<file path="src/rtl/md_issue_ctrl.sv">
// md_issue_ctrl: sequences mul/div start, pipeline stall and a single HI/LO write per op
module md_issue_ctrl #(
  parameter int MUL_CYCLES  = 4,
  parameter int DIV_TIMEOUT = 40
) (
  input  logic       clk,
  input  logic       rst,
  input  logic       ex_valid,
  input  logic [1:0] ex_op,
  input  logic       ex_div_zero,
  input  logic       flush,
  input  logic       pipe_hold,
  input  logic       div_done,
  output logic       mul_start,
  output logic       div_start,
  output logic       md_signed,
  output logic       stall,
  output logic       hilo_wena,
  output logic [1:0] hilo_sel,
  output logic       busy,
  output logic       err_timeout
);
  typedef enum logic [1:0] {IDLE, MUL, DIV, WB} state_t;
  state_t state, state_n;
  logic [7:0] cnt, cnt_n;
  logic is_div, is_div_n, nowrite, nowrite_n, md_signed_n, err_n;
  always_ff @(posedge clk) begin
    if (rst) begin
      state       <= IDLE;
      cnt         <= '0;
      is_div      <= 1'b0;
      nowrite     <= 1'b0;
      md_signed   <= 1'b0;
      err_timeout <= 1'b0;
    end else begin
      state       <= state_n;
      cnt         <= cnt_n;
      is_div      <= is_div_n;
      nowrite     <= nowrite_n;
      md_signed   <= md_signed_n;
      err_timeout <= err_n;
    end
  end
  always_comb begin
    state_n     = state;
    cnt_n       = cnt;
    is_div_n    = is_div;
    nowrite_n   = nowrite;
    md_signed_n = md_signed;
    err_n       = err_timeout;
    mul_start   = 1'b0;
    div_start   = 1'b0;
    stall       = 1'b0;
    hilo_wena   = 1'b0;
    hilo_sel    = 2'b00;
    case (state)
      IDLE: if (ex_valid && !flush) begin
        stall       = 1'b1;
        is_div_n    = ex_op[1];
        md_signed_n = ~ex_op[0];
        nowrite_n   = ex_op[1] & ex_div_zero;
        if (!ex_op[1]) begin
          mul_start = 1'b1;
          cnt_n     = 8'(MUL_CYCLES - 1);
          state_n   = MUL;
        end else if (ex_div_zero) begin
          state_n = WB;
        end else begin
          div_start = 1'b1;
          cnt_n     = '0;
          state_n   = DIV;
        end
      end
      MUL: if (flush) state_n = IDLE;
      else begin
        stall   = 1'b1;
        cnt_n   = (cnt == 8'd0) ? cnt : cnt - 8'd1;
        state_n = (cnt == 8'd0) ? WB : MUL;
      end
      DIV: if (flush) state_n = IDLE;
      else begin
        stall = 1'b1;
        cnt_n = cnt + 8'd1;
        // a completion in the timeout cycle still counts as a normal result
        if (div_done) state_n = WB;
        else if (cnt == 8'(DIV_TIMEOUT - 1)) begin
          err_n     = 1'b1;
          nowrite_n = 1'b1;
          state_n   = WB;
        end
      end
      WB: begin
        hilo_sel = is_div ? 2'b10 : 2'b01;
        if (flush) state_n = IDLE;
        else begin
          stall     = pipe_hold;
          hilo_wena = ~pipe_hold & ~nowrite;
          state_n   = pipe_hold ? WB : IDLE;
        end
      end
      default: state_n = IDLE;
    endcase
  end
  assign busy = (state != IDLE);
endmodule

</file>
<file path="config.mk">
export PLATFORM = sky130hd
export DESIGN_NAME = md_issue_ctrl
export DESIGN_NICKNAME = d
export VERILOG_FILES = /design/src/rtl/md_issue_ctrl.sv
export SDC_FILE = /design/constraint.sdc
export NUM_CORES = 1
export LEC_CHECK = 0
export CAP_MARGIN = 20
export CORE_ASPECT_RATIO = 1.1
export CORE_MARGIN = 2
export CORE_UTILIZATION = 25
export DETAILED_ROUTE_END_ITERATION = 7
export PLACE_DENSITY = 0.46
export SLEW_MARGIN = 10
export SYNTH_ARGS = -nofsm -noshare
export SYNTH_HDL_FRONTEND = slang
export SYNTH_SLANG_ARGS = --single-unit
</file>
<file path="constraint.sdc">
create_clock -name clk -period 2.95 [get_ports clk]
set_input_delay 0.4425 -clock clk [delete_from_list [all_inputs] [get_ports clk]]
set_output_delay 0.4425 -clock clk [all_outputs]
set_load 0.02 [all_outputs]
</file>
**After elaboration in Yosys (flattened, before gate mapping)**

Index checks and enable logic that the tools add are counted.

- Muxes and demuxes: 38
- Bitwise operators: 7
- Equal/unequal tests: 12
- Add/subtract/negate cells: 2
- Reductions and logical operators: 13

Operators with widths:

| cell | number |
|---|---|
| 8-bit 2-to-1 mux | 6 |
| 8-bit one-hot mux with 3 select lines | 1 |
| 2-bit 2-to-1 mux | 11 |
| 1-bit 2-to-1 mux | 17 |
| 2-bit != test (second input constant) | 6 |
| 8-bit by 1-bit adder with 8-bit output (second input constant) | 1 |
| 8-bit by 6-bit equality test with 1-bit output (second input constant) | 1 |
| 8-bit zero test | 1 |
| 2-bit one-hot mux with 4 select lines | 1 |
| 8-bit by 1-bit subtractor with 8-bit output (second input constant) | 1 |
| 6-bit AND reduction | 1 |
| 1-bit inverter | 5 |
| 5-bit AND reduction | 1 |
| 2-bit equality test (second input constant) | 2 |
| 4-bit != test (second input constant) | 1 |
| 2-bit AND reduction | 2 |
| 4-bit AND reduction | 1 |
| 2-bit nonzero test | 2 |
| 3-bit != test (second input constant) | 1 |
| 1-bit one-hot mux with 3 select lines | 1 |
| 3-bit nonzero test | 1 |
| 1-bit bitwise AND | 2 |
| 2-bit by 1-bit equality test with 1-bit output (second input constant) | 1 |
| 2-bit zero test | 1 |
| 4 further kinds | 4 |

- Input bits: 9
- Output and inout bits: 9
- Logic and storage cells: 78
- Bits in registers: 14

**Longest topological paths before layout**

Gate-level depths: netlist (run 1).

- Word-level depth: 5
- Depth in mapped cells: 11
- Mapped depth without buffers: 11

**Worst setup path before layout (run 1)**

OpenSTA, ideal clock, no wires.

- Kind: reg-to-reg
- From: register state[0]
- To: register cnt[7]
- Period minus slack after synthesis: 2161 ps
- Path buffers: 0
- Library setup time: 132 ps
- Data required time: 2818 ps
- Arrival time: 2028 ps
- Path slack: 789 ps
- Cell stages (with the launch flop): 11
- Cells stage by stage: dfxtp_1 -> inv_1 -> ha_1 -> inv_1 -> ha_1 -> a21o_1 -> nand2b_1 -> a221oi_2 -> a21boi_2 -> o21ai_1 -> a21oi_1

- Cells in the longest elaborated chain, start to end: 3

RTL lines:

| element | line | text |
|---|---|---|
| from (decl) | 24 | `state_t state, state_n;` |
| from (signal assigned) | 36 | `state <= state_n;` |
| 2-bit by 1-bit equality test with 1-bit output, or another cell as far along | 56 | `case (state)` |
| 2-bit != test (no line), or another cell as far along | -- |  |
| 6-bit AND reduction (no line) | -- |  |
| to (signal assigned) | 37 | `cnt <= cnt_n;` |
| to (decl) | 25 | `logic [7:0] cnt, cnt_n;` |

Several ways; a longest one is shown, not always the timed one.
A chain may end at the register's enable or synchronous reset.

**Worst setup path in the final report (run 1)**

- From: register state[1]
- To: output stall

- Cells in the longest elaborated chain, start to end: 3

RTL lines:

| element | line | text |
|---|---|---|
| 2-bit equality test or 2-bit by 1-bit equality test with 1-bit output (tied branches) | 56 |  |
| 2-bit OR reduction (no line) | -- |  |
| 1-bit one-hot mux with 3 select lines * | 56 |  |
| to (decl) | 17 | `output logic stall,` |

Mark *: on every way between the ends. The rest lies on a longest branch, timed or not.

==> results of run 1 <==
==> through the flow <==
stage / power, mW / hold WS (ps) / cells / util
2_1_floorplan: 1.43 / 458 / 148 / -
3_3_place_gp: 1.74 / 474 / 218 / 0.307
3_5_place_dp: 1.75 / 481 / 218 / 0.307
4_1_cts: 1.92 / 490 / 221 / 0.316
5_1_grt: 2.10 / 522 / 221 / 0.316
6_report: 1.91 / 487 / 221 / 0.316
==> critical path: cells and delay by family, from the launching register on <==
kind	cells	cell delay (ps)
fa+ha+maj	1	490
compound gates	1	260
buf+inv	2	750
simple gates	1	100
flops	1	380
==> sequential cells by signal, indices dropped and copies added (netlist names) <==
name         count
state            2
err_timeout      1
cnt              8
nowrite          1
md_signed        1
is_div           1
==> where the power goes <==
group	switching (mW)	internal, mW
Combinational	0.818	0.599
Sequential	0.0777	0.264
Clock	0.0655	0.0903
Total	0.961	0.953
==> worst max-delay path by stage <==
stage          startpoint         to  slack, ps  depth (start not counted)
5_1_grt          state[1]      stall         90                          5
3_3_place_gp     ex_valid  div_start        340                          6
4_1_cts          state[1]      stall        230                          5
6_report         state[1]      stall        270                          5
2_1_floorplan    state[0]     cnt[7]        790                         10
3_5_place_dp     ex_valid  div_start        310                          6
==> area by class of cell <==
cell class / count / area share
sequential: 14 / 0.195
inverter: 9 / 0.0235
clock buffer: 3 / 0.0287
tap: 56 / 0.0487
timing repair buffer: 18 / 0.123
multi-input combinational: 121 / 0.581
==> layout by cell type (no fill, tap or decap), types with 4 or more instances in the layout <==
master / n
clkdlybuf4s50_1: 17
nor3_1: 4
nand2b_1: 5
xnor2_1: 4
inv_1: 9
nand2_1: 12
a21oi_1: 16
nor2_1: 17
a211oi_1: 6
dfxtp_1: 14
ha_1: 11
nand3_1: 8
==> metal layers <==
layer | share of wire | wire length [µm]
met1 | 0.47 | 1450
met2 | 0.47 | 1450
met5 | 0 | 0
met3 | 0.024 | 75
met4 | 0.031 | 95
==> kinds of logic (layout without fill, tap and decap cells) <==
kind of cell	count (synthesis)	after routing	synth area share
AO/OA/AOI/OAI	43	43	0.280
buffers and inverters	13	30	0.0439
XOR/XNOR	5	5	0.0375
multiplexers	1	1	0.00857
adder cells (fa/ha/maj)	11	11	0.118
AND/OR/NAND/NOR	61	61	0.272
flip-flops	14	14	0.240
==> synth_stat cells <==
library cell / n
nor2_1: 17
inv_1: 9
clkbuf_1: 2
a21boi_2: 1
nand4_1: 2
a21o_1: 1
and2_1: 2
o21a_2: 1
a221oi_2: 2
a31oi_1: 1
a41oi_1: 1
nand4b_1: 1
o211a_1: 1
o22ai_4: 1
a211o_1: 1
buf_2: 2
nand3_1: 8
o21ai_1: 1
o41ai_1: 1
a211oi_1: 6
or2b_1: 1
ha_1: 11
nor4b_1: 1
nand2b_1: 5
o21ai_0: 3
xnor2_1: 4
nor3_1: 4
nand2_1: 12
dfxtp_1: 14
a221oi_1: 1
and4_2: 1
o2111ai_1: 1
nor4_1: 1
a21oi_1: 16
xor2_1: 1
o22a_2: 1
o32ai_2: 1
nor4_2: 1
a311oi_1: 1
nor3b_1: 1
mux2i_1: 1
o32ai_1: 1
nor2b_1: 3
nor3b_2: 1
==> out/summary.txt, run 1 <==
Highest ir drop seen on vdd - 0.333 mV
Clk root buf - clkbuf_8
Via density - 5.12
Port Buffer Count - 17
Post-synth top area cell - dfxtp_1
Pin count of the biggest net entering global routing - 15
Global-route wire length before repair - 4930 µm
Max H-tree Level - 1
Slowest cell on crit path - clkdlybuf4s50_1
Number of diodes - 0
Post-synthesis average cell area - 7.89 µm²
Worst-path clk slew - 60 ps
Crit path launch type - flip-flop
WP data arrival - 2230 ps
Initial antenna violation count - 0
Vias in the first global route - 1027
Main area contributors after synthesis - dfxtp_1 24%, ha_1 12%, a21oi_1 6.9%, nor2_1 5.5%, a211oi_1 3.9%
Count of final setup violators - 0
Min-Delay Path Depth - 2
Worst r2r src - state[0]
Postcts setup bufs - 0
Footprint of the multi-input gates - 836 µm²
# hold bufs at CTS - 0
Final min period - 2680 ps
Maximum clock frequency - 374 MHz
Power Dens Cells - 1330 nW/µm²
Least-Margin Pin Slew - 557 ps
Worst hold path type - flip-flop to flip-flop
Syn Nets - 168
Flops & latches, synth - 14
Worst Path Required - 2510 ps
Layout Skew - 4.21 ps
Hold Path Origin - err_timeout
Gr ovfl total - 0
Initial Util - 0.256
Design Area, Final - 1440 µm²
Post-route DRC - 0
Placed cell areas - 1400 µm²
Area grow syn2layout - 23.3%
Antenna viol nets, final - 0
Met3 Use GR - 0.0132
FP Rows - 26
DR WL/cell - 13.9 µm
GRT Max-Usage Layer - met2
Vias - 1131
Drt first pass iters - 4
Drt total wl - 3070 µm
Die X - 69.2 µm
Grt met1 use - 0.157
RSZ-0062 raised after global routing - false
Crit. End Element - output pin
CTS tree - built
Flop2flop setup slack - 420 ps
Gr usage total - 0.119
Yosys warning count - 0
DP Worst Slack - 314 ps
Post-synth top area share - 0.240
Clock tree buffer depth - 2
Pins Over Slew Limit - 0
M2 GR Usage - 0.187
Reg-to-reg endpoint - cnt[7]
Nets - 187
Routability cong. - 0.757
Final Cycle Share - 0.907
Die area - 5230 µm²
CP max FO - 11
Io pins - 18
Core Footprint - 4550 µm²
Worst Reg-to-Reg Cells - 10
Synth cell types - 44
Total CTS buffers - 3
Clock Latency Late Sink - 250 ps
Max transition margin - 0.628
Worst Hold End - err_timeout
Mapped Area - 1170 µm²
Register area - 280 µm²
Die H - 75.7 µm
Max incr delay on CP - 660 ps
Final hold viol count - 0
Leakage - 0.525 nW
Max-Cap Viols - 0
Setup WS post-layout - 275 ps
Cells after Synth - 148
Status - complete, no violations
CP Cell Sequence - inv_1, ha_1, nor2_1, a221oi_1, clkdlybuf4s50_1
Register area share after synthesis - 0.240
PostCTS Resize Cnt - 0
Setup CP Type - flip-flop to output pin
Layout cells sized above 1 - 0.0848
Total Neg Setup Slack - 0 ps
Initial DRC count - 55
Post-DP HPWL - 2430 µm
Fill count - 500
Clock sinks - 14
Power figures use the tool's default switching activity.
==> run 2, diff against run 1 <==
Settings changed: TNS_END_PERCENT from default to 50.
==> results of run 2 <==
Same layout as run 1: the final DEF is identical, and so are final timing and power.
==> run 3, diff against run 2 <==
Settings changed: SLEW_MARGIN 10 to 20.
==> results of run 3 <==
Same layout as run 1: the final DEF is identical, and so are final timing and power.
